`src/rtl/mem_port_arbiter.sv`:
```
// mem_port_arbiter
//   Shares one memory bus between the IF-stage fetch port and the MEM-stage
//   load/store port. The data port has fixed priority, so the older pipeline
//   instruction drains first. One bus transaction is outstanding at a time,
//   and its response is steered back to the port that owns it.
//
//   Ports
//     clk_i, rst_ni          core clock, asynchronous active-low reset
//     instr_*                fetch port: req/addr/flush in, gnt/rvalid/rdata out
//     data_*                 load/store port: req/we/wmask/addr/wdata in,
//                            gnt/rvalid/rdata out
//     mem_*                  bus side: req/we/wmask/addr/wdata out,
//                            gnt/rvalid/rdata in
//
//   Optional build macro ARB_STARVE_GUARD_EN: after STARVE_LIMIT consecutive
//   data grants made while a fetch waits, the next arbitration goes to the
//   fetch. Without the macro, data priority is strict.
module mem_port_arbiter #(
  parameter int unsigned ADDR_W       = 32,
  parameter int unsigned STARVE_LIMIT = 4
) (
  input  logic              clk_i,
  input  logic              rst_ni,
  input  logic              instr_req_i,
  input  logic [ADDR_W-1:0] instr_addr_i,
  input  logic              instr_flush_i,
  output logic              instr_gnt_o,
  output logic              instr_rvalid_o,
  output logic [31:0]       instr_rdata_o,
  input  logic              data_req_i,
  input  logic              data_we_i,
  input  logic [3:0]        data_wmask_i,
  input  logic [ADDR_W-1:0] data_addr_i,
  input  logic [31:0]       data_wdata_i,
  output logic              data_gnt_o,
  output logic              data_rvalid_o,
  output logic [31:0]       data_rdata_o,
  output logic              mem_req_o,
  output logic              mem_we_o,
  output logic [3:0]        mem_wmask_o,
  output logic [ADDR_W-1:0] mem_addr_o,
  output logic [31:0]       mem_wdata_o,
  input  logic              mem_gnt_i,
  input  logic              mem_rvalid_i,
  input  logic [31:0]       mem_rdata_i
);

  if (STARVE_LIMIT < 1 || STARVE_LIMIT > 15) begin : g_bad_limit
    $error("mem_port_arbiter: STARVE_LIMIT must be in 1..15");
  end

  typedef enum logic [1:0] {S_IDLE, S_REQ, S_RESP} state_t;
  typedef enum logic {OWN_INSTR, OWN_DATA} owner_t;

  state_t state_q;
  owner_t owner_q;
  logic   drop_q;
  logic   in_idle;
  logic   data_win;
  logic   instr_win;
  logic   resp_fire;
  logic   force_instr;

  assign in_idle = (state_q == S_IDLE);

`ifdef ARB_STARVE_GUARD_EN
  logic [3:0] starve_q;

  // A flushed fetch cannot be granted, so it cannot claim the forced slot.
  assign force_instr = (starve_q == 4'(STARVE_LIMIT)) && instr_req_i && !instr_flush_i;

  always_ff @(posedge clk_i or negedge rst_ni) begin
    if (!rst_ni) begin
      starve_q <= '0;
    end else if (in_idle) begin
      if (instr_win || !instr_req_i) begin
        starve_q <= '0;
      end else if (data_win && starve_q != 4'hF) begin
        starve_q <= starve_q + 4'd1;
      end
    end
  end
`else
  assign force_instr = 1'b0;
`endif

  // Arbitration is combinational and only in IDLE; grants pulse this cycle.
  assign data_win    = in_idle && data_req_i && !force_instr;
  assign instr_win   = in_idle && instr_req_i && !instr_flush_i && !data_win;
  assign data_gnt_o  = data_win;
  assign instr_gnt_o = instr_win;

  // Responses outside RESP are protocol errors and are dropped here.
  assign resp_fire      = (state_q == S_RESP) && mem_rvalid_i;
  assign instr_rvalid_o = resp_fire && (owner_q == OWN_INSTR) && !drop_q && !instr_flush_i;
  assign data_rvalid_o  = resp_fire && (owner_q == OWN_DATA);
  assign instr_rdata_o  = instr_rvalid_o ? mem_rdata_i : '0;
  assign data_rdata_o   = data_rvalid_o  ? mem_rdata_i : '0;

  assign mem_req_o = (state_q == S_REQ);

  always_ff @(posedge clk_i or negedge rst_ni) begin
    if (!rst_ni) begin
      state_q     <= S_IDLE;
      owner_q     <= OWN_INSTR;
      drop_q      <= 1'b0;
      mem_we_o    <= 1'b0;
      mem_wmask_o <= '0;
      mem_addr_o  <= '0;
      mem_wdata_o <= '0;
    end else begin
      case (state_q)
        S_IDLE: begin
          drop_q <= 1'b0;
          if (data_win) begin
            owner_q     <= OWN_DATA;
            mem_we_o    <= data_we_i;
            mem_wmask_o <= data_wmask_i;
            mem_addr_o  <= data_addr_i;
            mem_wdata_o <= data_wdata_i;
            state_q     <= S_REQ;
          end else if (instr_win) begin
            owner_q     <= OWN_INSTR;
            mem_we_o    <= 1'b0;
            mem_wmask_o <= '0;
            mem_addr_o  <= instr_addr_i;
            mem_wdata_o <= '0;
            state_q     <= S_REQ;
          end
        end
        S_REQ: begin
          if (instr_flush_i && owner_q == OWN_INSTR) drop_q <= 1'b1;
          if (mem_gnt_i) state_q <= S_RESP;
        end
        S_RESP: begin
          if (instr_flush_i && owner_q == OWN_INSTR) drop_q <= 1'b1;
          if (mem_rvalid_i) begin
            drop_q  <= 1'b0;
            state_q <= S_IDLE;
          end
        end
        default: state_q <= S_IDLE;
      endcase
    end
  end

endmodule

```
`config.mk`:
```
export PLATFORM = sky130hd
export DESIGN_NAME = mem_port_arbiter
export DESIGN_NICKNAME = d
export VERILOG_FILES = /design/src/rtl/mem_port_arbiter.sv
export SDC_FILE = /design/constraint.sdc
export NUM_CORES = 1
export LEC_CHECK = 0
export BUFFER_PORTS_ARGS = -buffer_cell sky130_fd_sc_hd__buf_2
export CAP_MARGIN = 10
export CELL_PAD_IN_SITES_DETAIL_PLACEMENT = 0
export CELL_PAD_IN_SITES_GLOBAL_PLACEMENT = 2
export CORE_UTILIZATION = 22
export DETAILED_ROUTE_END_ITERATION = 16
export GPL_TIMING_DRIVEN = 1
export PLACE_DENSITY = 0.85
export RECOVER_POWER = 25
export SLEW_MARGIN = 10
export SYNTH_ARGS = -nofsm -noshare
export SYNTH_HDL_FRONTEND = slang
export SYNTH_SLANG_ARGS = --single-unit
```
`constraint.sdc`:
```
create_clock -name clk_i -period 2.3 [get_ports clk_i]
set_input_delay 0.115 -clock clk_i [delete_from_list [all_inputs] [get_ports clk_i]]
set_output_delay 0.115 -clock clk_i [all_outputs]
set_load 0.05 [all_outputs]
```
* Yosys cells after proc, flatten, opt, wreduce, memory -nomap -nowiden *
Cells that the tools add are included.

operators by class
  bitwise operators = 1
  mux-type cells = 19
  eq/ne operators = 5
  reductions and logical operators = 18

operator list
  kind                                                                   number
  32-bit two-way mux                                                     6
  1-bit logical AND                                                      10
  2-bit two-way mux                                                      4
  4-bit two-way mux                                                      2
  2-bit one-hot mux with 3 select lines                                  1
  1-bit two-way mux                                                      5
  1-bit logical NOT                                                      3
  3-bit by 2-bit != test with 1-bit output, second input constant        1
  1-bit one-hot mux with 3 select lines                                  1
  3-bit AND reduction                                                    1
  3-bit nonzero test                                                     1
  2-bit by 1-bit equality test with 1-bit output, second input constant  1
  2-bit equality test, second input constant                             1
  2-bit logical NOT                                                      1
  2-bit by 1-bit != test with 1-bit output, second input constant        1
  2-bit != test, second input constant                                   1
  2-bit AND reduction                                                    1
  2-bit nonzero test                                                     1
  1-bit NOT                                                              1

word-level totals
  register bits = 73
  input port bits = 140

* Longest topological paths before layout *
  depth after elaboration = 7
  mapped depth = 7
  depth with buffers taken out = 5

* Least setup slack after synthesis *
Ideal clock, no wire load.

  kind = reg2out
  start point = register state_q[0]
  end point = output port instr_rdata_o[22]
  arrival = 2.108 ns
  cell stages (with the launch flop) = 7
  required time = 2.185 ns
  slack = 0.077 ns
  path through = dfrtp_1 > inv_1 > ha_1 > nand2_1 > nor4_2 > clkbuf_1 > and2_1

on the way
  cells in the longest elaborated chain, start to end = 6

ends and longest elaborated chain
  item                            RTL line  RTL
  from (decl)                     55        state_t state_q;
  from (signal assigned)          104       state_q <= S_IDLE;
  from (signal assigned)          121       state_q <= S_REQ;
  from (signal assigned)          128       state_q <= S_REQ;
  2-bit equality test             94        assign resp_fire = (state_q == S_RESP) && mem_rvalid_i;
  1-bit logical AND               94
  1-bit logical AND (3 in a row)  95        assign instr_rvalid_o = resp_fire && (owner_q == OWN_INSTR) && !drop_q && !instr_flush_i;
  named net instr_rvalid_o        28        output logic instr_rvalid_o,
  32-bit two-way mux              97        assign instr_rdata_o = instr_rvalid_o ? mem_rdata_i : '0;
  to (decl)                       29        output logic [31:0] instr_rdata_o,

The timed path passes the listed nets, and every way through them passes these cells.

* Worst setup path after layout *
  start point = register state_q[1]
  end point = output port data_gnt_o

on the way
  cells in the longest elaborated chain, start to end = 2

ends and longest elaborated chain
  item               RTL line  RTL
  2-bit logical NOT  64        assign in_idle = (state_q == S_IDLE);
  1-bit logical AND  88        assign data_win = in_idle && data_req_i && !force_instr;
  to (decl)          35        output logic data_gnt_o,

No other way between the ends.

==> out/summary.md <==
In this run, the number of DRC markers left after iteration 0 of detailed routing was 106. The total CTS buffers was 9. The flip-flop and latch area came out at 1830 sq um. Measured along the x axis, the die boundary spans 130 um. Across the VDD grid, the largest voltage drop is 0.889 mV. For the number of violations of the max-capacitance limit, the log shows 1. The filler cells instantiated in the layout total 1646. The tools report the setup slack after layout as 0.160 ns. The pre-CTS setup slack was 0.452 ns. On the worst path, the slowest cell contributes a delay of 0.43 ns. The critical path is of the flop to output pin type. Across all register-to-register paths, the minimum setup slack is 0.43 ns.

The logs give 289 for the post-synthesis cell count and 0.816 for the routability-driven placement congestion ratio. In this run the cell area measured after placement is 5250 sq um. The switching power of the nets came out at 4.30 mW. The synthesized netlist net count is 434. For the final-report max-slew violation count, the log shows 74. STA classifies the critical path endpoint as an output pin.

The number of remaining DRC errors is 0, and the number of antenna violations at the first check in global routing is 0. The tools report the maximum clock skew at final layout as 0.00479 ns. The later-pin clock latency in the skew report was 0.34 ns. The share of final-layout standard cells stronger than drive strength 1 came out at 0.493. For the total of endpoints with negative setup slack in the final report, the log shows 0.

Leading cell type in the layout, fill and taps excluded: buf_2. In the post-synthesis netlist, the biggest area contributors are dfrtp_1 51%, mux2_2 20%, and2_1 11%, a22o_1 9.0%, ha_1 1.7%. The worst register-to-register path ends at mem_addr_o[10]$_DFFE_PN0P_. For this design the static power due to leakage is 2.97 nW. At the end of the flow, the number of nets in the layout was 746. Leaving out fill and tap cells, the most frequent cells in the layout are 207 x buf_2, 73 x dfrtp_1, 69 x clkbuf_1. The total length of routed wires is 11300 um. The detailed router placed 3375 vias in this run. For the relative slew slack, the log shows -0.204.

The tools report the starting density of the core as 0.226. The first global-routing pass estimated 16700 um of wire. The fraction of synthesized cell area taken by the top area cell type is 0.506, and the global route total overflow is 0.

For the largest net degree at the start of global routing, the log shows 74. The I/O pin count was 278. The final reports fail on max-capacitance violations, max-slew violations. The tools report the worst endpoint required time as 2.18 ns.

TritonCTS built the clock tree. The sequential group share of total power came out at 0.273. In this run, post-CTS hold repair placed 37 buffers. In the final layout, the multi-input gates occupy 1680 sq um. The layout-stage area growth over the synthesis result came out at 61.2%.

The transition time at the pin with the least slew margin is 1.81 ns. The slowest stage of the critical path is the dfrtp_1 cell. Post-CTS setup repair buffer count: 0.

The tightest min-delay check is of the input pin to flop type. The die covers 16900 sq um. Cell area after layout: 5820 sq um. For this run, the detailed router's first-pass iteration total came to 4.

Each instance of the synthesized netlist takes up on average 12.5 sq um. The switching power share of the total is 0.521, and the final worst-path cycle share is 0.931. The clock net in this run drives a total of 73 sinks. The root buffer cell chosen for the clock tree is clkbuf_16. For the detailed placer's ending HPWL, the log shows 8310 um. The number of port buffers works out to 277. After detailed routing, the number of vias per cell comes to 4.11.

Capture point of the critical path: data_gnt_o. The run finished, with violations left. The via count of the first global-routing pass was 3329; the number of cells on the worst reg-to-reg path was 6. The most critical setup path has its startpoint at state_q[1]$_DFFE_PN0P_.

Dividing the detail-routed wire length by the instance count gives 13.8 um. The clock period could shrink to 2.14 ns. Row generation in the floorplan step produced 46 rows. The startpoint identified for the worst register-to-register timing path is state_q[1]$_DFFE_PN0P_.

The tools report the post-route setup TNS as 0 ns. Dividing total power by cell area gives a power density of 1420 nW/um^2. The tools report the endpoint arrival time on the critical path as 2.03 ns. Of all nets on the critical path, the largest fanout is 33.

The remaining antenna violation count is 0, and the synthesized flop and latch total is 73. The y dimension of the die was 130 um. The synthesized design spends more area on one cell type than any other, namely dfrtp_1. The number of different library cells in the post-synthesis netlist is 25, and the relative contribution of combinational cells to total power is 0.566. The run gives 0.467 GHz as the maximum clock frequency.

In this design, the critical path's most frequently occurring cell is inv_1. The total count of hold-check failures in the final report is 0. The run gives 0.162 as the portion of total power attributed to the clock network. The worst setup path is launched from a flop. The clock-pin slew on the worst setup and hold paths was 0.06 ns. Setup repair after global routing left no endpoint under its margin.

The repair_antennas step left the layout with diodes totalling 0. The total area inside the core boundary comes to 15900 sq um. The count of warnings emitted by yosys was 0. The number of gates resized after CTS was 0. The portion of the post-synthesis area used by sequential elements is 0.506. For the all-layer global routing usage, the log shows 0.130. Walking the worst path, the cells encountered are inv_1 > ha_1 > nand2_2 > buf_12 > inv_1 > buf_4 > buf_2. The clock passes through at most 2 buffers. The cell area after technology mapping was 3610 sq um. Internal portion of total power: 3.95 mW. The H-tree generated during clock tree synthesis spans 3 levels.
==> critical path, delay by kind of cell, from the launching register on <==
family        cells  cell delay, ns
fa+ha+maj         1            0.27
buf+inv           5            0.86
flops             1            0.43
simple gates      1            0.09
==> kinds of logic (layout without fill, tap and decap cells) <==
logic type / Yosys count / count (layout) / share of synthesized area
fa+ha+maj: 5 / 5 / 0.0173
buf+inv: 24 / 341 / 0.0343
compound gates: 44 / 44 / 0.105
mux: 65 / 65 / 0.203
simple gates: 78 / 78 / 0.134
flops: 73 / 73 / 0.506
==> state kept, by name, summed over array words and instances (netlist names) <==
| name | cells |
|---|---|
| mem_addr_o | 32 |
| mem_wdata_o | 32 |
| mem_wmask_o | 4 |
| state_q | 2 |
| drop_q | 1 |
| mem_we_o | 1 |
| owner_q | 1 |
==> synth_stat cells <==
library cell and n:
clkbuf_1 10, a22o_1 37, nand2_2 1, nand2_1 3
dfrtp_1 73, clkbuf_8 1, a2bb2oi_1 1, and3_1 1
buf_6 2, a211oi_1 2, nand2b_1 1, inv_1 4
and2_1 64, o21a_1 1, and2b_1 1, buf_2 7
o22a_1 1, nor4_2 1, mux2_2 65, ha_1 5
a21o_1 1, nor2_1 2, nor3b_1 1, o21ai_2 1
nor2b_1 3
==> worst min path at each step <==
stage | startpoint | endpoint | slack, ns | depth (start not counted)
2_1_floorplan | rst_ni | drop_q$_DFFE_PN0P_ | -0.18 | 0
3_3_place_gp | rst_ni | mem_wmask_o[3]$_DFFE_PN0P_ | 0.31 | 1
3_5_place_dp | rst_ni | mem_wmask_o[3]$_DFFE_PN0P_ | 0.33 | 1
4_1_cts | data_wdata_i[11] | mem_wdata_o[11]$_DFFE_PN0P_ | 0.004 | 2
5_1_grt | data_wdata_i[11] | mem_wdata_o[11]$_DFFE_PN0P_ | 0.007 | 2
6_report | data_wdata_i[11] | mem_wdata_o[11]$_DFFE_PN0P_ | 0.02 | 2
==> area by class of cell <==
class,count,area share
repair buffers,321,0.300
inverters,4,0.00258
well taps,216,0.0464
clock buffers,9,0.0387
clock inverters,7,0.0103
flip-flops and latches,73,0.314
multi-input cells,192,0.288
==> per-stage QoR <==
step | hold WS (ns) | util | std cells | power, mW
finish | 0.0178 | 0.365 | 822 | 8.25
global route | 0.00695 | 0.365 | 822 | 8.70
CTS | 0.00437 | 0.371 | 822 | 8.50
detailed placement | 0.325 | 0.330 | 769 | 7.06
global placement | 0.309 | 0.330 | 769 | 6.99
floorplan | -0.181 | - | 289 | 5.87
==> per-layer routing <==
metal | wire length, um | vias up | global-route usage
met4 | 140 | 0 | 0.0404
met5 | 0 | - | 0
li1 | - | 1639 | -
met2 | 5840 | 137 | 0.225
met1 | 4560 | 1586 | 0.153
met3 | 758 | 13 | 0.0414
==> power groups by stage <==
stage	clock, mW	sequential, mW	combinational [mW]
2_1_floorplan	0	4.25	1.62
3_3_place_gp	0	2.23	4.76
3_5_place_dp	0	2.23	4.84
4_1_cts	1.40	2.23	4.87
5_1_grt	1.46	2.33	4.91
6_report	1.34	2.25	4.66
Note: power is estimated with default switching activity, not from simulation.
